==> config.mk <==
export PLATFORM = sky130hd
export DESIGN_NAME = mem_arbiter_flat
export DESIGN_NICKNAME = d
export VERILOG_FILES = /design/src/rtl/mem_arbiter_if.sv /design/src/rtl/mem_arbiter.sv /design/src/flat_wrapper.sv
export SDC_FILE = /design/constraint.sdc
export NUM_CORES = 1
export LEC_CHECK = 0
export CAP_MARGIN = 40
export CORE_UTILIZATION = 30
export DETAILED_ROUTE_END_ITERATION = 8
export PLACE_DENSITY_LB_ADDON = 0.15
export SYNTH_ARGS = -nofsm -noshare
export SYNTH_HDL_FRONTEND = slang
export SYNTH_SLANG_ARGS = --single-unit
==> constraint.sdc <==
create_clock -name clk -period 1.9 [get_ports clk]
set_clock_uncertainty 0.15 [all_clocks]
set_input_delay 0.475 -clock clk [delete_from_list [all_inputs] [get_ports clk]]
set_output_delay 0.475 -clock clk [all_outputs]
set_load 0.05 [all_outputs]
==> src/rtl/mem_arbiter_if.sv <==
// rtl/mem_arbiter_if.sv - requester and memory bus bundle for mem_arbiter
interface mem_arbiter_if;
    // instruction side
    logic        if_req;
    logic [15:0] if_addr;
    logic        if_done;
    logic [15:0] if_data;
    // data side
    logic        d_req;
    logic        d_wr;
    logic [15:0] d_addr;
    logic [15:0] d_wdata;
    logic        d_done;
    logic [15:0] d_rdata;
    // shared memory port
    logic        mem_en;
    logic        mem_wr;
    logic [15:0] mem_addr;
    logic [15:0] mem_wdata;
    logic [15:0] mem_rdata;
    // status
    logic        busy;
    logic        err;

    // arbiter view
    modport slave (
        input  if_req, if_addr, d_req, d_wr, d_addr, d_wdata, mem_rdata,
        output if_done, if_data, d_done, d_rdata,
        output mem_en, mem_wr, mem_addr, mem_wdata, busy, err
    );

    // requesters plus memory view
    modport master (
        output if_req, if_addr, d_req, d_wr, d_addr, d_wdata, mem_rdata,
        input  if_done, if_data, d_done, d_rdata,
        input  mem_en, mem_wr, mem_addr, mem_wdata, busy, err
    );
endinterface

==> src/rtl/mem_arbiter.sv <==
// rtl/mem_arbiter.sv - fetch/data arbiter for one fixed-latency memory; MEM_ARB_RR_EN selects round-robin ties
module mem_arbiter #(
    parameter int MEM_LAT = 2
) (
    input  logic          clk,
    input  logic          rst,
    mem_arbiter_if.slave  bus
);

    localparam logic [2:0] LAT = 3'(MEM_LAT);

    typedef enum logic [1:0] {
        IDLE   = 2'd0,
        BUSY_I = 2'd1,
        BUSY_D = 2'd2
    } state_t;

    state_t      state;
    state_t      state_nxt;
    logic [2:0]  cnt;
    logic [15:0] addr_q;
    logic [15:0] wdata_q;
    logic        wr_q;
    logic        grant_i;
    logic        grant_d;
    logic        last_cycle;
    logic        if_done_q;
    logic        d_done_q;
    logic [15:0] if_data_q;
    logic [15:0] d_rdata_q;
    logic        err_q;

`ifdef MEM_ARB_RR_EN
    logic last_d;

    // tie goes to whichever side was not served last
    always_comb begin
        grant_i = 1'b0;
        grant_d = 1'b0;
        if (state == IDLE) begin
            if (bus.d_req && bus.if_req) begin
                grant_d = !last_d;
                grant_i = last_d;
            end else begin
                grant_d = bus.d_req;
                grant_i = bus.if_req;
            end
        end
    end

    // remember the side granted most recently (reset value: instruction)
    always_ff @(posedge clk) begin
        if (!rst) begin
            last_d <= 1'b0;
        end else if (grant_d) begin
            last_d <= 1'b1;
        end else if (grant_i) begin
            last_d <= 1'b0;
        end
    end
`else
    // fixed priority: data side always wins a tie
    always_comb begin
        grant_d = (state == IDLE) && bus.d_req;
        grant_i = (state == IDLE) && bus.if_req && !bus.d_req;
    end
`endif

    assign last_cycle = (state != IDLE) && (cnt == LAT);

    // state register
    always_ff @(posedge clk) begin
        if (!rst) begin
            state <= IDLE;
        end else begin
            state <= state_nxt;
        end
    end

    // next-state: grant from IDLE, return once the latency has elapsed
    always_comb begin
        state_nxt = state;
        case (state)
            IDLE: begin
                if (grant_d) begin
                    state_nxt = BUSY_D;
                end else if (grant_i) begin
                    state_nxt = BUSY_I;
                end
            end
            BUSY_I, BUSY_D: begin
                if (last_cycle) begin
                    state_nxt = IDLE;
                end
            end
            default: state_nxt = IDLE;
        endcase
    end

    // latency counter: 1 in the mem_en cycle, counts up to MEM_LAT
    always_ff @(posedge clk) begin
        if (!rst) begin
            cnt <= 3'd0;
        end else if (grant_d || grant_i) begin
            cnt <= 3'd1;
        end else if (last_cycle) begin
            cnt <= 3'd0;
        end else if (state != IDLE) begin
            cnt <= cnt + 3'd1;
        end
    end

    // capture the granted request; the memory port is driven only from here
    always_ff @(posedge clk) begin
        if (!rst) begin
            addr_q  <= 16'h0000;
            wdata_q <= 16'h0000;
            wr_q    <= 1'b0;
        end else if (grant_d) begin
            addr_q  <= bus.d_addr;
            wdata_q <= bus.d_wdata;
            wr_q    <= bus.d_wr;
        end else if (grant_i) begin
            addr_q  <= bus.if_addr;
            wr_q    <= 1'b0;
        end
    end

    // completion: sample read data on the final edge and pulse done
    always_ff @(posedge clk) begin
        if (!rst) begin
            if_done_q <= 1'b0;
            d_done_q  <= 1'b0;
            if_data_q <= 16'h0000;
            d_rdata_q <= 16'h0000;
        end else begin
            if_done_q <= last_cycle && (state == BUSY_I);
            d_done_q  <= last_cycle && (state == BUSY_D);
            if (last_cycle && (state == BUSY_I)) begin
                if_data_q <= bus.mem_rdata;
            end
            if (last_cycle && (state == BUSY_D) && !wr_q) begin
                d_rdata_q <= bus.mem_rdata;
            end
        end
    end

    // sticky flag: granted requester let go of req before its done
    always_ff @(posedge clk) begin
        if (!rst) begin
            err_q <= 1'b0;
        end else if (((state == BUSY_I) && !bus.if_req) ||
                     ((state == BUSY_D) && !bus.d_req)) begin
            err_q <= 1'b1;
        end
    end

    assign bus.mem_en    = (state != IDLE) && (cnt == 3'd1);
    assign bus.mem_wr    = bus.mem_en && wr_q;
    assign bus.mem_addr  = addr_q;
    assign bus.mem_wdata = wdata_q;
    assign bus.if_done   = if_done_q;
    assign bus.if_data   = if_data_q;
    assign bus.d_done    = d_done_q;
    assign bus.d_rdata   = d_rdata_q;
    assign bus.busy      = (state != IDLE);
    assign bus.err       = err_q;

endmodule

==> src/flat_wrapper.sv <==
// flat-port wrapper written by rule: the top's interface ports become plain ports
module mem_arbiter_flat 
#(
    parameter int MEM_LAT = 2
)
  (clk, rst, bus_if_req, bus_if_addr, bus_d_req, bus_d_wr, bus_d_addr, bus_d_wdata, bus_mem_rdata, bus_if_done, bus_if_data, bus_d_done, bus_d_rdata, bus_mem_en, bus_mem_wr, bus_mem_addr, bus_mem_wdata, bus_busy, bus_err);
  mem_arbiter_if bus_i ();
  input  logic clk;
  input  logic rst;
  input wire logic [$bits(bus_i.if_req)-1:0] bus_if_req;
  input wire logic [$bits(bus_i.if_addr)-1:0] bus_if_addr;
  input wire logic [$bits(bus_i.d_req)-1:0] bus_d_req;
  input wire logic [$bits(bus_i.d_wr)-1:0] bus_d_wr;
  input wire logic [$bits(bus_i.d_addr)-1:0] bus_d_addr;
  input wire logic [$bits(bus_i.d_wdata)-1:0] bus_d_wdata;
  input wire logic [$bits(bus_i.mem_rdata)-1:0] bus_mem_rdata;
  output wire logic [$bits(bus_i.if_done)-1:0] bus_if_done;
  output wire logic [$bits(bus_i.if_data)-1:0] bus_if_data;
  output wire logic [$bits(bus_i.d_done)-1:0] bus_d_done;
  output wire logic [$bits(bus_i.d_rdata)-1:0] bus_d_rdata;
  output wire logic [$bits(bus_i.mem_en)-1:0] bus_mem_en;
  output wire logic [$bits(bus_i.mem_wr)-1:0] bus_mem_wr;
  output wire logic [$bits(bus_i.mem_addr)-1:0] bus_mem_addr;
  output wire logic [$bits(bus_i.mem_wdata)-1:0] bus_mem_wdata;
  output wire logic [$bits(bus_i.busy)-1:0] bus_busy;
  output wire logic [$bits(bus_i.err)-1:0] bus_err;
  assign bus_i.if_req = bus_if_req;
  assign bus_i.if_addr = bus_if_addr;
  assign bus_i.d_req = bus_d_req;
  assign bus_i.d_wr = bus_d_wr;
  assign bus_i.d_addr = bus_d_addr;
  assign bus_i.d_wdata = bus_d_wdata;
  assign bus_i.mem_rdata = bus_mem_rdata;
  assign bus_if_done = bus_i.if_done;
  assign bus_if_data = bus_i.if_data;
  assign bus_d_done = bus_i.d_done;
  assign bus_d_rdata = bus_i.d_rdata;
  assign bus_mem_en = bus_i.mem_en;
  assign bus_mem_wr = bus_i.mem_wr;
  assign bus_mem_addr = bus_i.mem_addr;
  assign bus_mem_wdata = bus_i.mem_wdata;
  assign bus_busy = bus_i.busy;
  assign bus_err = bus_i.err;
  mem_arbiter #(.MEM_LAT(MEM_LAT)) u_core (.clk(clk), .rst(rst), .bus(bus_i));
endmodule
==> reports/results.md <==
* status: finished, violations left
* violations in the final reports: setup timing
* starting utilization of the core area: 0.313
* instance area at placement: 4550 um^2
* met2 wire len: 3730 um
* via-per-instance ratio: 4.54
* residual DRC count: 0
* average wire length per cell after detail routing: 13.0 um
* I/O Buffers: 138
* wl on met1: 3980 um
* 1st-iter DRT viols: 80
* Synth async-reset ratio: 0
* kind of end point of the critical path: output port
* power after layout: 4.28 mW
* depth of the worst register-to-register path: 7
* global placement routability congestion: 0.775
* Max Buffers Root-to-Sink: 2
* number of warnings reported in the yosys synthesis log: 0
* setup repair after global routing missed its margin: true
* top-count cell post-synth: sky130_fd_sc_hd__nand2_1
* share of Yosys cell area claimed by the top area cell type: 0.473
* worst vdd rail ir drop: 0.000372 V
* fraction of final layout cells with drive strength greater than 1: 0.235
* instance count along the most critical hold path: 2
* worst-case register-to-register setup slack: 0.14 ns
* number of sinks driven by the clock tree: 73
* number of detailed-routing iterations run before antenna repair: 4
* total gr overflow: 0
* cell area power density: 883 nW/um^2
* final non-filler cell area: 4850 um^2
* number of core rows: 36
* placeable core region: 9860 um^2
* leakage dissipation: 1.99 nW
* Critical Path Start: u_core.state[0]$_SDFFE_PN0P_
* startpoint of the tightest hold check path: u_core.bus.if_data[14]$_SDFFE_PN0P_
* predominant post-synthesis flop cell: sky130_fd_sc_hd__dfxtp_1
* biggest area consumer among synthesized cells: sky130_fd_sc_hd__dfxtp_1
* final worst slack: -0.0622 ns
* Post-CTS Hold Fix Bufs: 0
* Cell Area, Synth: 3090 um^2
* kind of path behind the tightest hold check: flip-flop to flip-flop
* count of endpoints failing setup in the final report: 3
* # H-tree levels: 3
* vias: 2919
* largest fanout on the critical path: 4
* category of the critical setup timing path: flip-flop to output port
* buffer cell driving the clock tree root: sky130_fd_sc_hd__clkbuf_8
* first-pass GRT wire length: 12900 um
* cells after synthesis: 363
* post-synthesis sequential element count: 73
* number of synthesized flops with an enable pin: 0
* fin crit period: 1.96 ns
* endpoint of the worst hold-timing path: u_core.bus.if_data[14]$_SDFFE_PN0P_
* max-slew violations: 0
* die area: 10700 um^2
* Slew HR: 0.762
* area added between synthesis and finish: 57.1%
* top cells by area in the synthesized netlist: sky130_fd_sc_hd__dfxtp_1 47%, sky130_fd_sc_hd__nand2_1 16%, sky130_fd_sc_hd__a21boi_0 7.5%
* TritonCTS clock tree: done
* max-cap violation count: 0
* via count of the first global-routing pass: 2687
* maximum operating frequency: 510 MHz
* Post-Syn Area per Cell: 8.50 um^2
* nets: 581
* Commonest cells post-synth: 131 x sky130_fd_sc_hd__nand2_1, 73 x sky130_fd_sc_hd__dfxtp_1, 31 x sky130_fd_sc_hd__a21boi_0
* Die W: 103 um
* net count after synthesis: 439
* number of antenna violations at the first check in global routing: 0
* die boundary height: 103 um
* clock input transition at the sequential cells of the worst setup and hold paths: 0.08 ns
* detailed route wirelength on metal3: 532 um
* clock latency reported for the late side of the worst-skew pair: 0.34 ns
* Place WS: -0.156 ns
* Cell variety after synth: 35
* number of CTS-inserted buffers: 9
* sequential area share after synthesis: 0.473
* data required time of the critical path: 1.27 ns
* endpoints failing hold: 0
* highest metal used: met4
* number of primary I/O pins: 139
* arrival time reported for the critical path endpoint: 1.34 ns
* beginning of the worst register-to-register path: u_core.state[0]$_SDFFE_PN0P_
* number of diodes added for antenna fixing: 0
* wire length reported by the detailed router: 8360 um
* Least-Margin Pin Slew: 0.357 ns
* capture point of the worst reg-to-reg path: u_core.bus.mem_addr[5]$_SDFFE_PN0P_
* DPL Wire Length: 5770 um
* largest net degree at the start of global routing: 93
* Antenna Nets Post-Route: 0
* Critical Path Source Type: flip-flop
* Tot GR Track Use: 0.156
* period utilisation layout: 1.03
## power breakdown
part / switching [mW] / internal (mW)
clock network: 0.611 / 0.744
logic: 0.726 / 0.508
registers: 0.0589 / 1.63
total: 1.40 / 2.89
## worst max-delay path by stage
stage | end | slack [ns] | depth (start not counted)
floorplan | bus_mem_wr | 0.03 | 5
global placement | u_core.cnt[0]$_SDFFE_PN0P_ | -0.09 | 4
detailed placement | u_core.bus.mem_addr[5]$_SDFFE_PN0P_ | -0.16 | 5
CTS | bus_mem_wr | -0.09 | 5
global route | bus_mem_wr | -0.12 | 5
finish | bus_mem_wr | -0.06 | 5
## flip-flops by register name (all words and copies together), names as in the netlist
register              count
u_core.bus.if_done        1
u_core.bus.mem_addr      16
u_core.bus.d_done         1
u_core.bus.if_data       16
u_core.bus.d_rdata       16
u_core.wr_q               1
u_core.bus.err            1
u_core.cnt                3
u_core.state              2
u_core.bus.mem_wdata     16
## layout by cell type, fill, tap and decap left out, drive strengths merged, types with 2 or more instances in the layout
cell           Yosys  routed
clkdlybuf4s50      0      67
nor2               3       3
clkbuf            17      10
o22ai              2       2
bufinv             0       2
and2               4       4
nand3              3       3
o31ai             17      17
ha                 7       7
clkinvlp           0       2
nand2b             2       2
clkinv             0       2
mux2i             17      17
a31oi             16      16
nand2            131     131
a21boi            33      33
dfxtp             73      73
and3               2       2
buf               13      94
inv                7       7
## critical path: stages (launching register included)
cell	delay, ns
sky130_fd_sc_hd__dfxtp_2	0.35
sky130_fd_sc_hd__inv_2	0.05
sky130_fd_sc_hd__ha_4	0.17
sky130_fd_sc_hd__nor2_4	0.10
sky130_fd_sc_hd__and3_4	0.20
sky130_fd_sc_hd__buf_12	0.13
## area by class of cell
| class | count | area (um^2) |
|---|---|---|
| fill | 947 | 5020 |
| timing repair buffer | 161 | 1490 |
| multi-input combinational | 253 | 1480 |
| sequential | 73 | 1470 |
| tap | 133 | 166 |
| clock buffer | 10 | 128 |
| clock inverter | 6 | 92.6 |
| inverter | 7 | 28.8 |
## repair_timing
action,CTS,global route
setup buffers,5,2
pin swaps,3,3
setup endpoints to repair,3,9
gates resized for setup,11,1
## stage by stage
stage | util | std cells | TNS (ns) | hold slack [ns]
after floorplan | - | 363 | 0 | 0.292
after global placement | 0.461 | 620 | -1.24 | 0.294
after detailed placement | 0.461 | 620 | -2.94 | 0.297
after CTS | 0.490 | 641 | -0.176 | 0.309
after global routing | 0.492 | 643 | -0.293 | 0.326
final | 0.492 | 643 | -0.105 | 0.308
## logic make-up after synthesis
family,count (synthesis),synth area share
AND/OR/NAND/NOR,155,0.211
AO/OA/AOI/OAI,74,0.172
flip-flops,73,0.473
buffers and inverters,37,0.0600
multiplexers,17,0.0551
adder cells (fa/ha/maj),7,0.0284
## routing by layer
| metal | track usage | vias up |
|---|---|---|
| met5 | 0 | - |
| met4 | 0.0628 | 0 |
| met3 | 0.0417 | 9 |
| met2 | 0.244 | 93 |
| met1 | 0.203 | 1322 |
| li1 | - | 1495 |
Power figures use the tool's default switching activity.
